## src/rtl/hazard_stall_unit_if.sv

```systemverilog
`default_nettype none
// ============================================================================
// Module      : hazard_stall_unit_if
// Description : Bundle of the hazard-detection inputs and pipeline-control
//               outputs exchanged between the core pipeline and the
//               hazard_stall_unit.
//                 master : pipeline side, drives register indices and
//                          control bits, receives enables and flushes
//                 slave  : hazard_stall_unit side
// Ports (signals):
//   IF_ID_RegisterRs1/Rs2, IF_ID_UsesRs1/Rs2 : ID-stage source operands
//   ID_EX_RegisterRd, ID_EX_MemRead          : EX-stage destination / load
//   EX_BranchTaken                           : EX redirects the PC
//   EX_MEM_MemReq, dmem_ready                : MEM-stage access handshake
//   PCWrite, IF_ID_Write, EX_MEM_Write       : register enables
//   IF_ID_Flush, ID_EX_Flush, MEM_WB_Flush   : bubble insertion
//   mem_error, stall_count                   : status / performance
// Revision    : 1.0 - initial release
// ============================================================================
interface hazard_stall_unit_if #(
    parameter int CNT_W = 16
);
    logic [4:0]       IF_ID_RegisterRs1;
    logic [4:0]       IF_ID_RegisterRs2;
    logic             IF_ID_UsesRs1;
    logic             IF_ID_UsesRs2;
    logic [4:0]       ID_EX_RegisterRd;
    logic             ID_EX_MemRead;
    logic             EX_BranchTaken;
    logic             EX_MEM_MemReq;
    logic             dmem_ready;
    logic             PCWrite;
    logic             IF_ID_Write;
    logic             IF_ID_Flush;
    logic             ID_EX_Flush;
    logic             EX_MEM_Write;
    logic             MEM_WB_Flush;
    logic             mem_error;
    logic [CNT_W-1:0] stall_count;

    modport master (
        output IF_ID_RegisterRs1, IF_ID_RegisterRs2, IF_ID_UsesRs1, IF_ID_UsesRs2,
        output ID_EX_RegisterRd, ID_EX_MemRead, EX_BranchTaken,
        output EX_MEM_MemReq, dmem_ready,
        input  PCWrite, IF_ID_Write, IF_ID_Flush, ID_EX_Flush,
        input  EX_MEM_Write, MEM_WB_Flush, mem_error, stall_count
    );

    modport slave (
        input  IF_ID_RegisterRs1, IF_ID_RegisterRs2, IF_ID_UsesRs1, IF_ID_UsesRs2,
        input  ID_EX_RegisterRd, ID_EX_MemRead, EX_BranchTaken,
        input  EX_MEM_MemReq, dmem_ready,
        output PCWrite, IF_ID_Write, IF_ID_Flush, ID_EX_Flush,
        output EX_MEM_Write, MEM_WB_Flush, mem_error, stall_count
    );
endinterface
`default_nettype wire

```

## src/rtl/hazard_stall_unit.sv

```systemverilog
`default_nettype none
// ============================================================================
// Module      : hazard_stall_unit
// Description : Pipeline hazard control for the five-stage RV32 core.
//               Stalls on load-use dependences, freezes the pipeline while a
//               data-memory access is outstanding, squashes wrong-path
//               instructions after a taken branch, and raises a sticky error
//               when memory stays not-ready for MEM_TIMEOUT cycles.
// Ports       :
//   clk  - pipeline clock, rising edge
//   rst  - asynchronous active-high reset
//   hz   - hazard_stall_unit_if.slave (hazard inputs, enables, flushes,
//          mem_error, stall_count)
// Parameters  :
//   MEM_TIMEOUT - consecutive not-ready cycles allowed before error (>=2)
//   CNT_W       - width of the saturating stall counter
// Revision    : 1.0 - initial release
// ============================================================================
module hazard_stall_unit #(
    parameter int MEM_TIMEOUT = 16,
    parameter int CNT_W       = 16
) (
    input  wire logic          clk,
    input  wire logic          rst,
    hazard_stall_unit_if.slave hz
);

    localparam int                  c_WAIT_W    = $clog2(MEM_TIMEOUT) + 1;
    localparam logic [c_WAIT_W-1:0] c_WAIT_ONE  = c_WAIT_W'(1);
    localparam logic [c_WAIT_W-1:0] c_WAIT_LAST = c_WAIT_W'(MEM_TIMEOUT - 1);
    localparam logic [CNT_W-1:0]    c_CNT_MAX   = '1;

    typedef enum logic [1:0] {
        ST_RUN      = 2'd0,
        ST_MEM_WAIT = 2'd1,
        ST_ERROR    = 2'd2
    } state_t;

    state_t              r_state;
    state_t              w_state_nxt;
    logic [c_WAIT_W-1:0] r_wait_cnt;
    logic [c_WAIT_W-1:0] w_wait_cnt_nxt;
    logic [CNT_W-1:0]    r_stall_count;

    logic w_mem_stall;
    logic w_rs1_hit;
    logic w_rs2_hit;
    logic w_load_use;
    logic w_count_stall;

    logic w_pc_write;
    logic w_if_id_write;
    logic w_if_id_flush;
    logic w_id_ex_flush;
    logic w_ex_mem_write;
    logic w_mem_wb_flush;

    // ------------------------------------------------------------------
    // Hazard detection
    // ------------------------------------------------------------------
    assign w_mem_stall = hz.EX_MEM_MemReq & ~hz.dmem_ready;
    assign w_rs1_hit   = hz.IF_ID_UsesRs1 & (hz.IF_ID_RegisterRs1 == hz.ID_EX_RegisterRd);
    assign w_rs2_hit   = hz.IF_ID_UsesRs2 & (hz.IF_ID_RegisterRs2 == hz.ID_EX_RegisterRd);
    // x0 is hard-wired zero, so a load targeting it never creates a dependence.
    assign w_load_use  = hz.ID_EX_MemRead & (hz.ID_EX_RegisterRd != 5'd0) &
                         (w_rs1_hit | w_rs2_hit);

    // A load-use coinciding with a taken branch costs nothing: the dependent
    // instruction is squashed anyway.
    assign w_count_stall = (r_state != ST_ERROR) &
                           (w_mem_stall | (w_load_use & ~hz.EX_BranchTaken));

    // ------------------------------------------------------------------
    // State register
    // ------------------------------------------------------------------
    always_ff @(posedge clk or posedge rst) begin
        if (rst) begin
            r_state    <= ST_RUN;
            r_wait_cnt <= '0;
        end else begin
            r_state    <= w_state_nxt;
            r_wait_cnt <= w_wait_cnt_nxt;
        end
    end

    // ------------------------------------------------------------------
    // Next-state logic. wait_cnt holds the number of consecutive not-ready
    // cycles already seen, so reaching MEM_TIMEOUT-1 while still stalled
    // means this is the MEM_TIMEOUT-th one.
    // ------------------------------------------------------------------
    always_comb begin
        w_state_nxt    = r_state;
        w_wait_cnt_nxt = r_wait_cnt;
        case (r_state)
            ST_RUN: begin
                if (w_mem_stall) begin
                    w_state_nxt    = ST_MEM_WAIT;
                    w_wait_cnt_nxt = c_WAIT_ONE;
                end
            end
            ST_MEM_WAIT: begin
                if (w_mem_stall) begin
                    if (r_wait_cnt == c_WAIT_LAST) begin
                        w_state_nxt = ST_ERROR;
                    end else begin
                        w_wait_cnt_nxt = r_wait_cnt + c_WAIT_ONE;
                    end
                end else begin
                    w_state_nxt    = ST_RUN;
                    w_wait_cnt_nxt = '0;
                end
            end
            ST_ERROR: begin
                w_state_nxt = ST_ERROR;
            end
            default: begin
                w_state_nxt    = ST_RUN;
                w_wait_cnt_nxt = '0;
            end
        endcase
    end

    // ------------------------------------------------------------------
    // Mealy outputs. Reset forces the pipeline into a fully flushed,
    // frozen condition without waiting for a clock edge.
    // ------------------------------------------------------------------
    always_comb begin
        w_pc_write     = 1'b1;
        w_if_id_write  = 1'b1;
        w_if_id_flush  = 1'b0;
        w_id_ex_flush  = 1'b0;
        w_ex_mem_write = 1'b1;
        w_mem_wb_flush = 1'b0;
        if (rst || (r_state == ST_ERROR)) begin
            w_pc_write     = 1'b0;
            w_if_id_write  = 1'b0;
            w_ex_mem_write = 1'b0;
            w_if_id_flush  = 1'b1;
            w_id_ex_flush  = 1'b1;
            w_mem_wb_flush = 1'b1;
        end else if (w_mem_stall) begin
            // Whole front of the pipeline holds; a branch in EX waits too.
            w_pc_write     = 1'b0;
            w_if_id_write  = 1'b0;
            w_ex_mem_write = 1'b0;
            w_mem_wb_flush = 1'b1;
        end else if (hz.EX_BranchTaken) begin
            w_if_id_flush  = 1'b1;
            w_id_ex_flush  = 1'b1;
        end else if (w_load_use) begin
            w_pc_write     = 1'b0;
            w_if_id_write  = 1'b0;
            w_id_ex_flush  = 1'b1;
        end
    end

    // ------------------------------------------------------------------
    // Saturating stall counter
    // ------------------------------------------------------------------
    always_ff @(posedge clk or posedge rst) begin
        if (rst) begin
            r_stall_count <= '0;
        end else if (w_count_stall && (r_stall_count != c_CNT_MAX)) begin
            r_stall_count <= r_stall_count + 1'b1;
        end
    end

    assign hz.PCWrite      = w_pc_write;
    assign hz.IF_ID_Write  = w_if_id_write;
    assign hz.IF_ID_Flush  = w_if_id_flush;
    assign hz.ID_EX_Flush  = w_id_ex_flush;
    assign hz.EX_MEM_Write = w_ex_mem_write;
    assign hz.MEM_WB_Flush = w_mem_wb_flush;
    assign hz.mem_error    = (r_state == ST_ERROR);
    assign hz.stall_count  = r_stall_count;

endmodule
`default_nettype wire

```

## src/flat_wrapper.sv

```systemverilog
// flat-port wrapper written by rule: the top's interface ports become plain ports
module hazard_stall_unit_flat 
#(
    parameter int MEM_TIMEOUT = 16,
    parameter int CNT_W       = 16
)
  (clk, rst, hz_IF_ID_RegisterRs1, hz_IF_ID_RegisterRs2, hz_IF_ID_UsesRs1, hz_IF_ID_UsesRs2, hz_ID_EX_RegisterRd, hz_ID_EX_MemRead, hz_EX_BranchTaken, hz_EX_MEM_MemReq, hz_dmem_ready, hz_PCWrite, hz_IF_ID_Write, hz_IF_ID_Flush, hz_ID_EX_Flush, hz_EX_MEM_Write, hz_MEM_WB_Flush, hz_mem_error, hz_stall_count);
  hazard_stall_unit_if #(.CNT_W(CNT_W)) hz_i ();
  input  wire logic clk;
  input  wire logic rst;
  input wire logic [$bits(hz_i.IF_ID_RegisterRs1)-1:0] hz_IF_ID_RegisterRs1;
  input wire logic [$bits(hz_i.IF_ID_RegisterRs2)-1:0] hz_IF_ID_RegisterRs2;
  input wire logic [$bits(hz_i.IF_ID_UsesRs1)-1:0] hz_IF_ID_UsesRs1;
  input wire logic [$bits(hz_i.IF_ID_UsesRs2)-1:0] hz_IF_ID_UsesRs2;
  input wire logic [$bits(hz_i.ID_EX_RegisterRd)-1:0] hz_ID_EX_RegisterRd;
  input wire logic [$bits(hz_i.ID_EX_MemRead)-1:0] hz_ID_EX_MemRead;
  input wire logic [$bits(hz_i.EX_BranchTaken)-1:0] hz_EX_BranchTaken;
  input wire logic [$bits(hz_i.EX_MEM_MemReq)-1:0] hz_EX_MEM_MemReq;
  input wire logic [$bits(hz_i.dmem_ready)-1:0] hz_dmem_ready;
  output wire logic [$bits(hz_i.PCWrite)-1:0] hz_PCWrite;
  output wire logic [$bits(hz_i.IF_ID_Write)-1:0] hz_IF_ID_Write;
  output wire logic [$bits(hz_i.IF_ID_Flush)-1:0] hz_IF_ID_Flush;
  output wire logic [$bits(hz_i.ID_EX_Flush)-1:0] hz_ID_EX_Flush;
  output wire logic [$bits(hz_i.EX_MEM_Write)-1:0] hz_EX_MEM_Write;
  output wire logic [$bits(hz_i.MEM_WB_Flush)-1:0] hz_MEM_WB_Flush;
  output wire logic [$bits(hz_i.mem_error)-1:0] hz_mem_error;
  output wire logic [$bits(hz_i.stall_count)-1:0] hz_stall_count;
  assign hz_i.IF_ID_RegisterRs1 = hz_IF_ID_RegisterRs1;
  assign hz_i.IF_ID_RegisterRs2 = hz_IF_ID_RegisterRs2;
  assign hz_i.IF_ID_UsesRs1 = hz_IF_ID_UsesRs1;
  assign hz_i.IF_ID_UsesRs2 = hz_IF_ID_UsesRs2;
  assign hz_i.ID_EX_RegisterRd = hz_ID_EX_RegisterRd;
  assign hz_i.ID_EX_MemRead = hz_ID_EX_MemRead;
  assign hz_i.EX_BranchTaken = hz_EX_BranchTaken;
  assign hz_i.EX_MEM_MemReq = hz_EX_MEM_MemReq;
  assign hz_i.dmem_ready = hz_dmem_ready;
  assign hz_PCWrite = hz_i.PCWrite;
  assign hz_IF_ID_Write = hz_i.IF_ID_Write;
  assign hz_IF_ID_Flush = hz_i.IF_ID_Flush;
  assign hz_ID_EX_Flush = hz_i.ID_EX_Flush;
  assign hz_EX_MEM_Write = hz_i.EX_MEM_Write;
  assign hz_MEM_WB_Flush = hz_i.MEM_WB_Flush;
  assign hz_mem_error = hz_i.mem_error;
  assign hz_stall_count = hz_i.stall_count;
  hazard_stall_unit #(.MEM_TIMEOUT(MEM_TIMEOUT), .CNT_W(CNT_W)) u_core (.clk(clk), .rst(rst), .hz(hz_i));
endmodule
```

## config.mk

```make
export PLATFORM = sky130hd
export DESIGN_NAME = hazard_stall_unit_flat
export DESIGN_NICKNAME = d
export VERILOG_FILES = /design/src/rtl/hazard_stall_unit_if.sv /design/src/rtl/hazard_stall_unit.sv /design/src/flat_wrapper.sv
export SDC_FILE = /design/constraint.sdc
export NUM_CORES = 1
export LEC_CHECK = 0
export ABC_AREA = 1
export BUFFER_PORTS_ARGS = -buffer_cell sky130_fd_sc_hd__buf_2
export CAP_MARGIN = 20
export CORE_ASPECT_RATIO = 0.75
export CORE_MARGIN = 3
export CORE_UTILIZATION = 54
export CTS_CLUSTER_SIZE = 20
export DETAILED_ROUTE_END_ITERATION = 8
export PLACE_DENSITY = 0.82
export SKIP_LAST_GASP = 1
export SLEW_MARGIN = 0
export SYNTH_ARGS = -nofsm -noshare
export SYNTH_HDL_FRONTEND = slang
export SYNTH_SLANG_ARGS = --single-unit
```

## constraint.sdc

```tcl
create_clock -name clk -period 3.06 [get_ports clk]
set_clock_uncertainty 0.15 [all_clocks]
set_input_delay 0.765 -clock clk [delete_from_list [all_inputs] [get_ports clk]]
set_output_delay 0.765 -clock clk [all_outputs]
set_load 0.03 [all_outputs]
```

# After elaboration in Yosys (flattened, before gate mapping)
# Cells that the tools add are included.
# Widths: inputs -> output; s select.
dict set report classes {
  n_addsub 2
  eq_ne 10
  n_mux 23
  bitwise_logic 12
  n_reduce_logical 6
}
# op count
set op_table {}
lappend op_table {{$add 16x1->16 const B} 1}
lappend op_table {{$ne 16x16->1 const B} 1}
lappend op_table {{$mux 1} 15}
lappend op_table {{$mux 5} 3}
lappend op_table {{$pmux 5 s3} 1}
lappend op_table {{$eq 5x5->1} 2}
lappend op_table {{$and 1x1->1} 7}
lappend op_table {{$mux 2} 3}
lappend op_table {{$ne 3x3->1 const B} 2}
lappend op_table {{$pmux 2 s3} 1}
lappend op_table {{$add 5x1->5 const B} 1}
lappend op_table {{$eq 5x4->1 const B} 1}
lappend op_table {{$reduce_bool 5->1} 1}
lappend op_table {{$not 1->1} 3}
lappend op_table {{$reduce_and 3->1} 1}
lappend op_table {{$eq 2x1->1 const B} 1}
lappend op_table {{$eq 2x2->1 const B} 1}
lappend op_table {{$logic_not 2->1} 1}
lappend op_table {{$ne 2x1->1 const B} 1}
lappend op_table {{$ne 2x2->1 const B} 1}
lappend op_table {{$or 1x1->1} 2}
lappend op_table {{$reduce_and 2->1} 1}
lappend op_table {{$logic_and 1x1->1} 1}
lappend op_table {{$logic_or 1x1->1} 1}
dict set report totals {
  ff_bits 23
  out_inout_bits 23
  wordCells 56
}

# Longest topological paths before layout
# Gate-level depths: netlist of run 1.
dict set report depth {
  ltp_word 8
  mapped_depth 12
  ltp_nobuf 11
}

# Worst setup path after synthesis of run 1
# OpenSTA, ideal clock, no wires.
dict set report synth_path {
  path_type {input -> output}
  from {input port hz_ID_EX_RegisterRd[2]}
  to {output port hz_PCWrite}
  t_arrival_ns 2.134
  required_time_ns 2.145
  path_slack_ns 0.011
  path_stages 9
  path_cell_list {inv_1 > nand4_1 > o21ai_0 > inv_1 > nand3_1 > nand2_2 > buf_4 > nor2_1 > buf_4}
}
dict set report synth_via {
  elab_chain_cells 8
  word_cells_on_any_way 12
  cone_classes {eq/ne: 2; mux: 4; bitwise: 5; reduce/logical: 1}
}
# element line
set synth_lines {}
lappend synth_lines {{start, declared} flat_wrapper.sv:15} ;# input wire logic [$bits(hz_i.ID_EX_RegisterRd)-1:0] hz_ID_EX_RegisterRd;
lappend synth_lines {{$eq 5x5->1 (on tied branches)} {hazard_stall_unit.sv:62, hazard_stall_unit.sv:63}}
lappend synth_lines {{$and 1x1->1 (on tied branches)} {hazard_stall_unit.sv:62, hazard_stall_unit.sv:63}}
lappend synth_lines {{$or 1x1->1} hazard_stall_unit.sv:66} ;# (w_rs1_hit | w_rs2_hit);
lappend synth_lines {{$and 1x1->1 (*)} hazard_stall_unit.sv:65} ;# assign w_load_use = hz.ID_EX_MemRead & (hz.ID_EX_RegisterRd != 5'd0) &
lappend synth_lines {{$mux 1 (*) (4 in a row)} -}
lappend synth_lines {{end, declared} flat_wrapper.sv:20} ;# output wire logic [$bits(hz_i.PCWrite)-1:0] hz_PCWrite;
# Every way passes the cells marked *; elsewhere a longest branch is shown, timed or not.

# Worst setup path after layout of run 1
dict set report layout_path {
  from {input port hz_ID_EX_RegisterRd[2]}
  to {output port hz_PCWrite}
}
dict set report layout_via {
  elab_chain_cells 8
  word_cells_on_any_way 12
  cone_classes {eq/ne: 2; mux: 4; bitwise: 5; reduce/logical: 1}
}
# element line
set layout_lines {}
lappend layout_lines {{$eq 5x5->1 (on tied branches)} {hazard_stall_unit.sv:62, hazard_stall_unit.sv:63}}
lappend layout_lines {{$and 1x1->1 (on tied branches)} {hazard_stall_unit.sv:62, hazard_stall_unit.sv:63}}
lappend layout_lines {{$or 1x1->1} hazard_stall_unit.sv:66}
lappend layout_lines {{$and 1x1->1 (*)} hazard_stall_unit.sv:65}
lappend layout_lines {{$mux 1 (*)} hazard_stall_unit.sv:150} ;# end else if (w_load_use) begin
lappend layout_lines {{$mux 1 (*)} hazard_stall_unit.sv:147} ;# end else if (hz.EX_BranchTaken) begin
lappend layout_lines {{$mux 1 (*)} hazard_stall_unit.sv:141} ;# end else if (w_mem_stall) begin
lappend layout_lines {{$mux 1 (*)} hazard_stall_unit.sv:134} ;# if (rst || (r_state == ST_ERROR)) begin
# Marked as above.

==> results of run 1 <==
[cell usage in the layout, fill, tap and decap left out]
master	netlist	final
nor2_4	2	2
nor2_1	19	19
o21ai_1	2	2
dfrtp_1	23	23
nand2_2	4	4
nand4_4	1	1
clkinv_2	0	1
buf_4	3	1
nand2_1	86	86
nor3_1	4	4
nor3_4	1	1
xnor2_1	5	5
nor3b_1	1	1
ha_1	3	3
a21oi_1	2	2
o22ai_1	1	1
o21ai_0	4	4
nor2_2	4	4
nand3_2	2	2
clkbuf_8	0	3
nand4_1	18	18
nand3_1	10	10
buf_2	1	45
o31ai_1	1	1
inv_2	4	4
xor2_1	6	6
inv_1	31	31
a31o_2	1	1
[registers in the layout, summed over array words and instances (netlist names)]
name and flops:
u_core.r_wait_cnt 5, u_core.r_state 2, u_core.hz.stall_count 16
[logic make-up after synthesis]
kind of cell,count (synthesis),synth area share [%]
AO/OA/AOI/OAI,11,3.75
buffers and inverters,42,10.9
flip-flops,23,34.5
XOR/XNOR,11,5.78
AND/OR/NAND/NOR,152,42.8
adder cells (fa/ha/maj),3,2.25
[worst reg2reg max path: cells and delay by family, from the launching register on]
| kind | cells | cell delay (ps) |
|---|---|---|
| and+or+nand+nor | 6 | 1110 |
| DFF | 1 | 420 |
| adders and majority gates | 1 | 230 |
[power by group through the flow]
stage	combinational [uW]	clock, uW	sequential (uW)
floorplan	127	0	430
global placement	243	0	384
detailed placement	248	0	386
CTS	251	199	380
global route	276	207	387
finish	250	191	382
[routing by layer]
metal / global-route usage, % / wire length (um) / up-vias
met3: 4.66 / 223 / 4
li1: - / - / 851
met4: 5.41 / 29 / 0
met2: 37.8 / 1750 / 47
met1: 27.9 / 1840 / 780
met5: 0 / 0 / -
[layout make-up]
type                            instances  area, um^2  area share, %
Clock buffer                            3        41.3           2.13
Multi-Input combinational cell        177         911           46.9
Tap cell                               36        45.0           2.32
Timing Repair Buffer                   46         233           12.0
Sequential cell                        23         576           29.6
Inverter                               35         131           6.77
Clock inverter                          1        5.00          0.258
[metrics by stage]
step	cell area [um^2]	setup slack [ps]
after floorplan	1670	10.9
after global placement	1900	399
after detailed placement	1900	343
after CTS	1940	342
after global routing	1940	243
final	1940	338
[how the worst max path moves through the flow]
stage	startpoint	to	slack [ps]
global placement	hz_ID_EX_RegisterRd[2]	hz_IF_ID_Write	400
floorplan	hz_ID_EX_RegisterRd[2]	hz_PCWrite	10
global route	hz_ID_EX_RegisterRd[2]	hz_PCWrite	240
CTS	hz_ID_EX_RegisterRd[2]	hz_PCWrite	340
finish	hz_ID_EX_RegisterRd[2]	hz_PCWrite	340
detailed placement	hz_ID_EX_RegisterRd[2]	hz_PCWrite	340
==> impl_metrics.tcl, run 1 <==
set metrics [dict create \
    status "finished clean" \
    fin_total_pwr_uw 822 \
    p_sw_share_pct 38.3 \
    track_usage_pct 21.6 \
    r2r_end "u_core.hz.stall_count[1]$_DFFE_PP0P_" \
    via_per_inst 5.24 \
    async_flop_share_pct 100 \
    p_int_uw 507 \
    synth_most_common_cell "nand2_1" \
    synth.net_count 268 \
    gr-total-overflow 0 \
    dieWidth_um 70.2 \
    clkPwrFrac_pct 23.2 \
    start_kind "primary input" \
    antenna_found_initial 0 \
    cts_resized 0 \
    vdd_ir_drop_max_mv 0.289 \
    postCtsSetupBuffers 0 \
    reg2reg_depth 7 \
    synthDistinctLibCells 29 \
    cts.sinks 23 \
    gp_congestion 0.876 \
    drc 0 \
    synth_common_cells "nand2_1, inv_1, dfrtp_1" \
    layout-drive-gt1-share_pct 24.2 \
    finalMaxSlewViolations 0 \
    dr.pass1.iters 4 \
    finalHoldViolations 0 \
    syn_area_per_cell_um2 6.89 \
    start_util_pct 59.9 \
    relSlewSlack_pct 42.1 \
    fin_util_pct 69.8 \
    power.switching_uw 315 \
    whs_ps 345 \
    finalSetupViolCount 0 \
    num_rows 16 \
    cts_tree "yes" \
    cap_violations 0 \
    hold_start "u_core.r_wait_cnt[4]$_DFFE_PP0P_" \
    period_needed_ps 2720 \
    fill_cells 247 \
    grt_pass1_vias 1497 \
    critical_path_class "in -> out" \
    pwr_density_cell_nw_per_um2 424 \
    diodes 0 \
    rsz0062_at_grt "false" \
    cpMaxStageDelayCell "buf_2" \
    p_seq_share_pct 46.4 \
    clock_path_buffers 2 \
    ys_seq_area_share_pct 34.5 \
    cp_top_family "buffers and inverters" \
    setup_tns_ps 0 \
    crit_path_max_fanout 4 \
    hold_depth 2 \
    ioPinCount 46 \
    worstPathArrival_ps 1810 \
    grt_pass1_wl_um 6500 \
    first_iter_violations 148 \
    synth-seq-cells 23 \
    clk_latency_ps 270 \
    vias 1682 \
    syn_to_final_growth_pct 16.4 \
    fin_nets 312 \
    fp.dieArea_um2 3800 \
    path_buf_inv 4 \
    end_kind "output port" \
    fmax_ghz 0.367 \
    ys_warn_count 0 \
    fin_cells 321 \
    tightest_slew_ps 868 \
    synth_area_um2 1670 \
    wl_um 3850 \
    ys_dominant_reg_cell "dfrtp_1" \
    port-buffer-count 45 \
    antenna_left 0 \
    core_area_um2 2780 \
    synthTopCellsByArea "dfrtp_1, nand2_1, inv_1" \
    cp.depth 9 \
    synth_top_area_share_pct 34.5 \
    place.detailed.hpwl_um 2920 \
    cts-root-buf "clkbuf_8" \
    min_to "u_core.r_wait_cnt[4]$_DFFE_PP0P_" \
    synth_edf_count 0 \
    numCtsBuffers 3 \
    hold_path_class "reg -> reg" \
    cts-htree-levels 1 \
    path_cells "buf_2, inv_1, nand4_1, o21ai_0, inv_1, nand3_1, nand2_2, nor2_1, buf_2" \
    hold_buffers 0 \
    reg2reg_slack_ps 1080 \
    fin_crit_sh_pct 88.9 \
    p_comb_share_pct 30.4 \
    grt_max_degree 24 \
    power_leakage_uw 0.00112 \
    yosysTopAreaCell "dfrtp_1" \
    die_h_um 54.1 \
    wl_per_cell_um 12.0 \
    cp.required_ps 2140 \
    dpl.cell_count 317 \
    cp_slowest_stage_delay_ps 210 \
    path_clk_slew_ps 80 \
    postSynthCellCount 242 \
    r2r-start "u_core.hz.stall_count[0]$_DFFE_PP0P_" \
]
No activity file was read; power rests on OpenSTA's default activity.
==> run 2: changes to the inputs <==
--- a/config.mk
+++ b/config.mk
@@ -5,16 +5,14 @@
 export SDC_FILE = /design/constraint.sdc
 export NUM_CORES = 1
 export LEC_CHECK = 0
-export ABC_AREA = 1
 export BUFFER_PORTS_ARGS = -buffer_cell sky130_fd_sc_hd__buf_2
 export CAP_MARGIN = 20
 export CORE_ASPECT_RATIO = 0.75
 export CORE_MARGIN = 3
-export CORE_UTILIZATION = 54
+export CORE_UTILIZATION = 53
 export CTS_CLUSTER_SIZE = 20
 export DETAILED_ROUTE_END_ITERATION = 8
-export PLACE_DENSITY = 0.82
-export SKIP_LAST_GASP = 1
+export PLACE_DENSITY = 0.83
 export SLEW_MARGIN = 0
 export SYNTH_ARGS = -nofsm -noshare
 export SYNTH_HDL_FRONTEND = slang
==> run 2 against run 1 <==
  * Critical path depth shrank 2
  * First-iteration DRC count decreased by 68%
  * Register-to-register slack worse by 270 ps
  * Hold slack improved by 5.1 ps
  * Area after synthesis decreased by 17%
  * Clock power down 25%
==> impl_metrics.tcl, run 2 <==
set metrics [dict create \
    critical_path_class "in -> out" \
    postSynthCellCount 137 \
    synth_edf_count 0 \
    fin_nets 209 \
    finalSetupViolCount 0 \
    dr.pass1.iters 4 \
    status "finished clean" \
    finalHoldViolations 0 \
    setup_tns_ps 0 \
    port-buffer-count 45 \
    drc 0 \
    wl_per_cell_um 13.7 \
    syn_area_per_cell_um2 10.1 \
    num_rows 15 \
    hold_path_class "reg -> reg" \
    postCtsSetupBuffers 0 \
    pwr_density_cell_nw_per_um2 514 \
    gr-total-overflow 0 \
    clk_latency_ps 320 \
    hold_buffers 0 \
    cts_resized 0 \
    synth_top_area_share_pct 41.6 \
    via_per_inst 5.42 \
    diodes 0 \
    largest_reg_flops 16 \
    multi_input_area_um2 779 \
    core_area_um2 2380 \
    ys_dominant_reg_cell "dfrtp_1" \
    final_common_cell "buf_2" \
    cap_violations 0 \
    finalMaxSlewViolations 0 \
    reg2reg_depth 5 \
    clock_path_buffers 2 \
    whs_ps 350 \
    hold_depth 1 \
    cts-root-buf "clkbuf_4" \
    grt_max_degree 24 \
    ys_warn_count 0 \
    cp.required_ps 2140 \
    yosysTopAreaCell "dfrtp_1" \
    rsz0062_at_grt "false" \
    gp_congestion 0.800 \
    ioPinCount 46 \
    cts.sinks 23 \
    fill_cells 195 \
    ys_seq_area_share_pct 41.6 \
    place.detailed.hpwl_um 2350 \
    antenna_left 0 \
    fin_crit_sh_pct 96.8 \
    vias 1170 \
    synth-seq-cells 23 \
    worstPathArrival_ps 2050 \
    fp.dieArea_um2 3260 \
    synth_area_um2 1380 \
    wl_um 2970 \
    async_flop_share_pct 100 \
    start_kind "primary input" \
    synthDistinctLibCells 41 \
    period_needed_ps 2960 \
    synthTopCellsByArea "dfrtp_1, xor2_1, xnor2_1" \
    cts-htree-levels 1 \
    fmax_ghz 0.337 \
    numCtsBuffers 3 \
    synth_common_cells "dfrtp_1, xor2_1, xnor2_1" \
    first_iter_violations 47 \
    track_usage_pct 20.3 \
    synth_most_common_cell "dfrtp_1" \
    cts_tree "yes" \
    end_kind "output port" \
    reg2reg_slack_ps 810 \
    start_util_pct 58.0 \
    dieWidth_um 65.0 \
    ff_latch_area_um2 576 \
    vdd_ir_drop_max_mv 0.474 \
    synth.net_count 163 \
    antenna_found_initial 0 \
    path_clk_slew_ps 120 \
    power_leakage_uw 0.000821 \
    tightest_slew_ps 859 \
    crit_path_max_fanout 3 \
    layout_common_cells "buf_2, dfrtp_1, xor2_1, xnor2_1, nand2_1" \
    grt_pass1_vias 1177 \
    relSlewSlack_pct 42.7 \
    grt_pass1_wl_um 5200 \
    die_h_um 50.2 \
    layout-drive-gt1-share_pct 33.0 \
    syn_to_final_growth_pct 20.5 \
]
==> run 2: changes by cell type in the layout (fill, tap and decap cells not counted), moves of 4 or more <==
| cell | previous run | this run |
|---|---|---|
| nand4_1 | 18 | 4 |
| nand2_1 | 86 | 11 |
| nand2b_1 | 0 | 4 |
| nand2_2 | 4 | 0 |
| xor2_1 | 6 | 14 |
| inv_1 | 31 | 4 |
| inv_2 | 4 | 0 |
| nor2_1 | 19 | 4 |
| and3_1 | 0 | 4 |
| xnor2_1 | 5 | 12 |
==> run 2: logic make-up after synthesis <==
| group | synth area share [%] |
|---|---|
| AND/OR/NAND/NOR | 25.2 |
| flip-flops | 41.6 |
| XOR/XNOR | 16.5 |
| AO/OA/AOI/OAI | 8.42 |
| buffers and inverters | 2.99 |
| adder cells (fa/ha/maj) | 2.72 |
| multiplexers | 2.62 |
==> run 2: layer usage <==
| metal | global-route usage [%] | up-vias | wire (um) |
|---|---|---|---|
| met4 | 6.32 | 0 | 45 |
| met1 | 26.3 | 556 | 1350 |
| li1 | - | 575 | - |
| met3 | 5.15 | 5 | 177 |
| met5 | 0 | - | 0 |
| met2 | 33.4 | 34 | 1390 |
==> run 2: critical path, cell delays in order <==
cell and delay [ps]:
buf_2 120, or4_1 510, o21a_1 220, nand2_1 100
nor2_1 50, nor2_2 80, buf_2 200
==> run 2: final timing paths <==
kind,start,end
max in group asynchronous,rst,u_core.hz.stall_count[1]$_DFFE_PP0P_
min,u_core.hz.stall_count[6]$_DFFE_PP0P_,u_core.hz.stall_count[6]$_DFFE_PP0P_
max,hz_ID_EX_RegisterRd[1],hz_PCWrite
max reg2reg,u_core.r_state[0]$_DFFE_PP0P_,u_core.hz.stall_count[1]$_DFFE_PP0P_
min in group asynchronous,rst,u_core.r_wait_cnt[2]$_DFFE_PP0P_
min reg2reg,u_core.hz.stall_count[6]$_DFFE_PP0P_,u_core.hz.stall_count[6]$_DFFE_PP0P_
==> run 2: power by group <==
part	internal, uW	leakage, uW	switching [uW]
combinational	114	0.000503	192
sequential	352	0.000301	53.9
clock	49.0	0.0000177	95.5
==> run 2: final cells by class <==
cell class / count / share of cell area (%)
multi-input cells: 106 / 46.8
flip-flops and latches: 23 / 34.6
repair buffers: 45 / 13.5
well taps: 34 / 2.55
clock buffers: 3 / 1.35
inverters: 4 / 0.902
clock inverters: 1 / 0.301
==> run 2: through the flow <==
stage	worst slack (ps)	utilization [%]	total power [uW]	area, um^2	std cells
final	96.8	69.9	857	1670	216
after global placement	116	68.7	709	1640	212
after global routing	25.2	69.9	908	1670	216
after detailed placement	93.9	68.7	720	1640	212
after CTS	89.6	69.9	861	1670	216
after floorplan	16.5	-	624	1400	137
